$ cat config.mk
export PLATFORM = sky130hd
export DESIGN_NAME = ysyx_22040088_idu_pipe
export DESIGN_NICKNAME = d
export VERILOG_FILES = /design/src/rtl/ysyx_22040088_idu_pipe.sv
export SDC_FILE = /design/constraint.sdc
export NUM_CORES = 1
export LEC_CHECK = 0
export CORE_MARGIN = 1
export CORE_UTILIZATION = 40
export CTS_CLUSTER_DIAMETER = 60
export DETAILED_ROUTE_END_ITERATION = 10
export MAX_ROUTING_LAYER = met4
export PLACE_DENSITY = 0.81
export SLEW_MARGIN = 40
export SYNTH_ARGS = -nofsm -noshare
export SYNTH_HDL_FRONTEND = slang
export SYNTH_SLANG_ARGS = --single-unit
export TNS_END_PERCENT = 50
$ cat constraint.sdc
create_clock -name clk -period 5.45 [get_ports clk]
set_input_delay 1.3625 -clock clk [delete_from_list [all_inputs] [get_ports clk]]
set_output_delay 1.3625 -clock clk [all_outputs]
set_load 0.02 [all_outputs]
$ cat src/rtl/ysyx_22040088_idu_pipe.sv
// rtl/ysyx_22040088_idu_pipe.sv - registered RV32/RV64 instruction-decode pipeline stage
//
// Purpose: accepts fetched instructions on a valid/ready handshake, decodes
// them into a compact control bundle and holds that bundle until the execute
// stage takes it. CSR, system and illegal instructions serialise the stage
// until sys_done (or flush) is seen.
//
// Ports:
//   clk, rst            clock, synchronous active-high reset
//   in_valid/in_ready   upstream handshake; in_pc, in_inst offered instruction
//   out_valid/out_ready downstream handshake
//   out_pc, out_inst    registered PC and raw instruction
//   out_cls             instruction class (15 = illegal)
//   out_funct3, out_rd, out_rs1, out_rs2  fields of the registered instruction
//   out_imm             decoded immediate, XLEN wide
//   out_word, out_muldiv  RV64 word op, M-extension op
//   out_rf_we/re1/re2   register-file write / read enables
//   flush               squash held bundle and serialisation wait
//   sys_done            serialising instruction has retired
module ysyx_22040088_idu_pipe #(
  parameter int XLEN  = 64,
  parameter bit HAS_M = 1'b1
) (
  input  logic            clk,
  input  logic            rst,
  input  logic            in_valid,
  output logic            in_ready,
  input  logic [XLEN-1:0] in_pc,
  input  logic [31:0]     in_inst,
  output logic            out_valid,
  input  logic            out_ready,
  output logic [XLEN-1:0] out_pc,
  output logic [31:0]     out_inst,
  output logic [3:0]      out_cls,
  output logic [2:0]      out_funct3,
  output logic [4:0]      out_rd,
  output logic [4:0]      out_rs1,
  output logic [4:0]      out_rs2,
  output logic [XLEN-1:0] out_imm,
  output logic            out_word,
  output logic            out_muldiv,
  output logic            out_rf_we,
  output logic            out_rf_re1,
  output logic            out_rf_re2,
  input  logic            flush,
  input  logic            sys_done
);

  localparam bit IS64 = (XLEN == 64);

  localparam logic [3:0] CLS_ALUR  = 4'd0;
  localparam logic [3:0] CLS_ALUI  = 4'd1;
  localparam logic [3:0] CLS_LOAD  = 4'd2;
  localparam logic [3:0] CLS_STORE = 4'd3;
  localparam logic [3:0] CLS_BR    = 4'd4;
  localparam logic [3:0] CLS_JAL   = 4'd5;
  localparam logic [3:0] CLS_JALR  = 4'd6;
  localparam logic [3:0] CLS_LUI   = 4'd7;
  localparam logic [3:0] CLS_AUIPC = 4'd8;
  localparam logic [3:0] CLS_CSR   = 4'd9;
  localparam logic [3:0] CLS_SYS   = 4'd10;
  localparam logic [3:0] CLS_ILL   = 4'd15;

  logic [6:0] op;
  logic [2:0] f3;
  logic [6:0] f7;
  assign op = in_inst[6:0];
  assign f3 = in_inst[14:12];
  assign f7 = in_inst[31:25];

  logic [3:0]      cls_d;
  logic            word_d, md_d, we_d, re1_d, re2_d, serial_d;
  logic [XLEN-1:0] imm_d;

  // Class decode; anything not explicitly matched stays illegal.
  always_comb begin
    cls_d  = CLS_ILL;
    word_d = 1'b0;
    md_d   = 1'b0;
    case (op)
      7'b0110011: begin
        if (f7 == 7'b0000000) cls_d = CLS_ALUR;
        else if (f7 == 7'b0100000 && (f3 == 3'b000 || f3 == 3'b101)) cls_d = CLS_ALUR;
        else if (f7 == 7'b0000001 && HAS_M) begin cls_d = CLS_ALUR; md_d = 1'b1; end
      end
      7'b0111011: if (IS64) begin
        if (f7 == 7'b0000000 && (f3 == 3'b000 || f3 == 3'b001 || f3 == 3'b101)) begin
          cls_d = CLS_ALUR; word_d = 1'b1;
        end else if (f7 == 7'b0100000 && (f3 == 3'b000 || f3 == 3'b101)) begin
          cls_d = CLS_ALUR; word_d = 1'b1;
        end else if (f7 == 7'b0000001 && HAS_M && (f3 == 3'b000 || f3[2])) begin
          cls_d = CLS_ALUR; word_d = 1'b1; md_d = 1'b1;
        end
      end
      7'b0010011: begin
        // Shift-immediates: RV64 has a 6-bit shamt, RV32 a 5-bit one.
        if (f3 == 3'b001) begin
          if (IS64 ? (in_inst[31:26] == 6'b000000) : (f7 == 7'b0000000)) cls_d = CLS_ALUI;
        end else if (f3 == 3'b101) begin
          if (IS64 ? (in_inst[31:26] == 6'b000000 || in_inst[31:26] == 6'b010000)
                   : (f7 == 7'b0000000 || f7 == 7'b0100000)) cls_d = CLS_ALUI;
        end else begin
          cls_d = CLS_ALUI;
        end
      end
      7'b0011011: if (IS64) begin
        if (f3 == 3'b000 || (f3 == 3'b001 && f7 == 7'b0000000) ||
            (f3 == 3'b101 && (f7 == 7'b0000000 || f7 == 7'b0100000))) begin
          cls_d = CLS_ALUI; word_d = 1'b1;
        end
      end
      7'b0000011: if (f3 != 3'b111 && (IS64 || (f3 != 3'b011 && f3 != 3'b110))) cls_d = CLS_LOAD;
      7'b0100011: if (!f3[2] && (IS64 || f3 != 3'b011)) cls_d = CLS_STORE;
      7'b1100011: if (f3 != 3'b010 && f3 != 3'b011) cls_d = CLS_BR;
      7'b1101111: cls_d = CLS_JAL;
      7'b1100111: if (f3 == 3'b000) cls_d = CLS_JALR;
      7'b0110111: cls_d = CLS_LUI;
      7'b0010111: cls_d = CLS_AUIPC;
      7'b1110011: begin
        if (f3 != 3'b000 && f3 != 3'b100) cls_d = CLS_CSR;
        else if (in_inst == 32'h0000_0073 || in_inst == 32'h0010_0073 ||
                 in_inst == 32'h3020_0073) cls_d = CLS_SYS;
      end
      default: cls_d = CLS_ILL;
    endcase
  end

  // Immediate selection and register-file enables follow the class.
  always_comb begin
    imm_d = '0;
    we_d  = 1'b0;
    re1_d = 1'b0;
    re2_d = 1'b0;
    case (cls_d)
      CLS_ALUR:  begin we_d = 1'b1; re1_d = 1'b1; re2_d = 1'b1; end
      CLS_ALUI, CLS_LOAD, CLS_JALR: begin
        imm_d = XLEN'($signed(in_inst[31:20])); we_d = 1'b1; re1_d = 1'b1;
      end
      CLS_STORE: begin
        imm_d = XLEN'($signed({in_inst[31:25], in_inst[11:7]})); re1_d = 1'b1; re2_d = 1'b1;
      end
      CLS_BR: begin
        imm_d = XLEN'($signed({in_inst[31], in_inst[7], in_inst[30:25], in_inst[11:8], 1'b0}));
        re1_d = 1'b1; re2_d = 1'b1;
      end
      CLS_JAL: begin
        imm_d = XLEN'($signed({in_inst[31], in_inst[19:12], in_inst[20], in_inst[30:21], 1'b0}));
        we_d = 1'b1;
      end
      CLS_LUI, CLS_AUIPC: begin
        imm_d = XLEN'($signed({in_inst[31:12], 12'b0})); we_d = 1'b1;
      end
      CLS_CSR: begin
        imm_d = XLEN'(in_inst[31:20]); we_d = 1'b1; re1_d = !f3[2];
      end
      CLS_SYS: imm_d = XLEN'($signed(in_inst[31:20]));
      default: imm_d = '0;
    endcase
    if (in_inst[11:7] == 5'd0) we_d = 1'b0;
  end

  assign serial_d = (cls_d == CLS_CSR) || (cls_d == CLS_SYS) || (cls_d == CLS_ILL);

  logic valid_q, wait_q, accept;
  assign in_ready = (!valid_q || out_ready) && !wait_q && !flush;
  assign accept   = in_valid && in_ready;

  always_ff @(posedge clk) begin
    if (rst || flush) begin
      valid_q <= 1'b0;
      wait_q  <= 1'b0;
    end else begin
      if (accept) valid_q <= 1'b1;
      else if (out_ready) valid_q <= 1'b0;
      if (sys_done) wait_q <= 1'b0;
      else if (accept && serial_d) wait_q <= 1'b1;
    end
  end

  logic [XLEN-1:0] pc_q, imm_q;
  logic [31:0]     inst_q;
  logic [3:0]      cls_q;
  logic            word_q, md_q, we_q, re1_q, re2_q;

  // accept is already gated by flush through in_ready.
  always_ff @(posedge clk) begin
    if (rst) begin
      pc_q <= '0; imm_q <= '0; inst_q <= '0; cls_q <= '0;
      word_q <= 1'b0; md_q <= 1'b0; we_q <= 1'b0; re1_q <= 1'b0; re2_q <= 1'b0;
    end else if (accept) begin
      pc_q <= in_pc; imm_q <= imm_d; inst_q <= in_inst; cls_q <= cls_d;
      word_q <= word_d; md_q <= md_d; we_q <= we_d; re1_q <= re1_d; re2_q <= re2_d;
    end
  end

  assign out_valid  = valid_q;
  assign out_pc     = pc_q;
  assign out_inst   = inst_q;
  assign out_cls    = cls_q;
  assign out_funct3 = inst_q[14:12];
  assign out_rd     = inst_q[11:7];
  assign out_rs1    = inst_q[19:15];
  assign out_rs2    = inst_q[24:20];
  assign out_imm    = imm_q;
  assign out_word   = word_q;
  assign out_muldiv = md_q;
  assign out_rf_we  = we_q;
  assign out_rf_re1 = re1_q;
  assign out_rf_re2 = re2_q;

endmodule

==> reports/summary.txt <==
DRT
------------------------------------------------------------------------------------
Total Wirelength                                                             20.7 mm
Average routed wire per standard cell                                   16.8 microns
Post-route ant nets                                                                0
Remaining design rule violation count                                              0
Number of detailed-route iterations in the first pass                              5
Via density per instance                                                        5.27
Routed via count                                                                6490
Drt first-iter violations                                                        476

DIE
------------------------------------------------------------------------------------
Vertical die dimension                                                   127 microns
Starting utilization of the core area                                          41.1%
Die area                                                                 16200 sq um
Site row count                                                                    45
Number of I/O pins                                                               291
Die span in x                                                            127 microns
Area of the core                                                         15300 sq um

SYNTHESIS
------------------------------------------------------------------------------------
Primary FF master, synth                                                sky130_fd_sc_hd__dfxtp_1
Syn Nets                                                                         899
Post-synthesis sequential area ratio                                           44.3%
Most frequently used cell type in the post-synthesis netlist            sky130_fd_sc_hd__nand2_1
Cell taking the most area after synthesis                               sky130_fd_sc_hd__dfxtp_1
Number of flops mapped to enable cells by yosys                                    0
Proportion of synthesized flip-flops having asynchronous set or reset             0%
Syn avg cell area                                                         7.87 sq um
#FFs+latches synth                                                               139
Unique masters post-synth                                                         69
Yosys warns                                                                        0
Number of instances in the synthesized netlist                                   797
Syn Std Cell Area                                                         6280 sq um
Proportion of netlist area held by the largest area contributor                44.3%
Most common library cells after synthesis                               sky130_fd_sc_hd__nand2_1, sky130_fd_sc_hd__dfxtp_1, sky130_fd_sc_hd__a21oi_1, sky130_fd_sc_hd__buf_4, sky130_fd_sc_hd__clkbuf_1
Top cells by area in the synthesized netlist                            sky130_fd_sc_hd__dfxtp_1, sky130_fd_sc_hd__nand2_1, sky130_fd_sc_hd__a21oi_1

STA
------------------------------------------------------------------------------------
Final critical-path share of the clock period                                  81.2%
Number of failing setup endpoints in the final timing report                       0
Final Critical Period                                                        4.42 ns
Setup TNS after final layout                                                    0 ns
Worst relative slew slack                                                      51.6%
Worst-case clock skew                                                     0.00678 ns
Hold violation total from the final report                                         0
RSZ-0062 raised after global routing                                           false
Number of pins exceeding their max-slew limit in the final report                  0
Highest clock rate                                                           226 MHz
Transition time of the tightest slew-check pin                              0.726 ns

CLOCKING
------------------------------------------------------------------------------------
Cell at the root of the clock tree                                      sky130_fd_sc_hd__clkbuf_16
Clk sinks                                                                        139
Resized Gates After CTS                                                            0
Clock Path Buffers                                                                 2
TritonCTS clock tree                                                             yes
Post-CTS repair timing setup buffer count                                          0
Count of H-tree levels built during CTS                                            4
Total clock buffers created by CTS                                                17
Register clock-pin slew on the reported worst setup and hold paths           0.06 ns
Number of hold buffers added after CTS                                             0
Clock latency on the worst-skew pair                                         0.42 ns

SETUP PATH
------------------------------------------------------------------------------------
Category of the critical setup timing path                                 in -> reg
Arrival time reported for the critical path endpoint                         4.73 ns
Startpoint of the worst setup timing path                                 in_inst[3]
Source of the worst register-to-register timing path                       out_valid
Required time at the endpoint of the critical path                           5.75 ns
Slack of the worst reg-to-reg path                                           2.86 ns
Critical R2R Capture                                                     out_imm[25]
Nature of the critical path endpoint                                       flip-flop
Crit path max fanout                                                              15
CP startpoint kind                                                        input port
Cell depth of the worst flop-to-flop path                                          7

POWER
------------------------------------------------------------------------------------
Share of power burned in the clock network                                     45.4%
Switching power                                                           0.000723 W
Power density relative to cell area                                      291 nW/um^2
Cell internal pwr                                                          0.00205 W
Worst voltage drop across the vdd grid                                        220 uV
Sw frac                                                                        26.1%
Fraction of power consumed by combinational cells                              15.8%
Standby leakage power                                                        3.27 nW
Sequential share of power                                                      38.9%

GLOBAL ROUTE
------------------------------------------------------------------------------------
Global-route wire length before repair                                       31.9 mm
Via count of the first global-routing pass                                      5970
Overflow left after global routing                                                 0
Met1 usage                                                                     32.2%
Total GRT Usage                                                                26.0%
Met3 Use GR                                                                    6.78%
Antenna violations before repair                                                   0
Global route hottest layer                                                      met2
Pin count of the biggest net entering global routing                              89
Met2 routing resource usage after global routing                               40.6%

FLOW RUN
------------------------------------------------------------------------------------
Reported max-cap violation count                                                   0

WORST HOLD PATH
------------------------------------------------------------------------------------
Instance count along the most critical hold path                                   2
Origin of the worst min-delay path                                       out_inst[2]
HP Class                                                                  reg -> reg
Endpoint with the worst hold slack                                       out_inst[2]

LAYOUT
------------------------------------------------------------------------------------
# nets final                                                                    1109
Antenna Cells                                                                      0
Layout cell share with drive strength beyond 1                                 6.18%
Post-route design area                                                    9540 sq um
Final-layout fill cell count                                                    1311
Layout Utilization                                                             62.5%
Syn-to-layout area delta                                                       52.0%

PLACE
------------------------------------------------------------------------------------
Number of input and output port buffers inserted                                 290
Placed inst area                                                          8900 sq um
Post-detailed-placement half-perimeter wirelength                            14.5 mm
Routability cong.                                                              0.883

RUN STATUS
------------------------------------------------------------------------------------
Status                                                                  complete, no violations

[cells by family after synthesis]
kind of cell	after synthesis	share of synthesized area [%]
fa+ha+maj	1	0.179
flops	139	44.3
mux	2	0.399
buf+inv	117	10.6
compound gates	205	20.8
simple gates	330	23.2
xor+xnor	3	0.419
[metal layers]
metal / vias to the layer above / share of wire (%)
met3: 38 / 7.8
met5: - / 0
li1: 3103 / -
met2: 298 / 48
met1: 3051 / 42
met4: 0 / 2.7
[cell usage in the layout (no fill, tap or decap), types with 11 or more instances in the layout]
master	n
sky130_fd_sc_hd__a21oi_1	113
sky130_fd_sc_hd__a22oi_1	24
sky130_fd_sc_hd__buf_4	11
sky130_fd_sc_hd__clkbuf_16	17
sky130_fd_sc_hd__clkdlybuf4s50_1	289
sky130_fd_sc_hd__dfxtp_1	138
sky130_fd_sc_hd__nand2_1	227
sky130_fd_sc_hd__nor2_1	29
sky130_fd_sc_hd__nor3_1	14
[layout make-up]
class | count | area (sq um) | share of cell area (%)
clock buffers | 20 | 457 | 4.79
clock inverters | 12 | 183 | 1.92
inverters | 7 | 26.3 | 0.275
multi-input cells | 541 | 2840 | 29.8
flip-flops and latches | 139 | 2780 | 29.2
well taps | 211 | 264 | 2.77
repair buffers | 301 | 2990 | 31.3
[through the flow]
stage	total power, W	hold WS, ns	instances	setup WS, ns
2_1_floorplan	0.00132	0.484	797	1.66
3_3_place_gp	0.00153	0.434	1199	0.720
3_5_place_dp	0.00154	0.443	1199	0.761
4_1_cts	0.00279	0.454	1231	1.09
5_1_grt	0.00287	0.469	1231	0.926
6_report	0.00278	0.451	1231	1.03
[how the worst max path moves through the flow]
stage                        endpoint  slack, ns  depth (start not counted)
final                      out_imm[7]       1.03                          9
after global routing       out_imm[7]       0.93                          9
after CTS                    in_ready       1.09                          4
after detailed placement   out_imm[5]       0.76                          9
after global placement     out_imm[6]       0.72                          9
after floorplan           out_imm[10]       1.66                         11
[critical path, stage by stage]
cell and delay, ns:
sky130_fd_sc_hd__clkdlybuf4s50_1 0.79, sky130_fd_sc_hd__nand4bb_1 0.29, sky130_fd_sc_hd__nor4_1 0.09, sky130_fd_sc_hd__nor4_1 0.53
sky130_fd_sc_hd__and4_1 0.43, sky130_fd_sc_hd__nor3_1 0.13, sky130_fd_sc_hd__a31o_2 0.31, sky130_fd_sc_hd__or3_1 0.48
sky130_fd_sc_hd__a32o_1 0.31
[power groups by stage]
stage          logic [W]  registers, W  clock network (W)
3_3_place_gp    0.000432       0.00110                  0
4_1_cts         0.000438       0.00108            0.00128
5_1_grt         0.000466       0.00108            0.00132
2_1_floorplan   0.000176       0.00115                  0
3_5_place_dp    0.000435       0.00110                  0
6_report        0.000438       0.00108            0.00126
[sequential cells by signal, indices dropped and copies added (netlist names), 4 cells and up]
| name | count |
|---|---|
| out_imm | 32 |
| out_inst | 32 |
| out_cls | 4 |
| out_pc | 64 |
(Power assumes the default switching activity.)
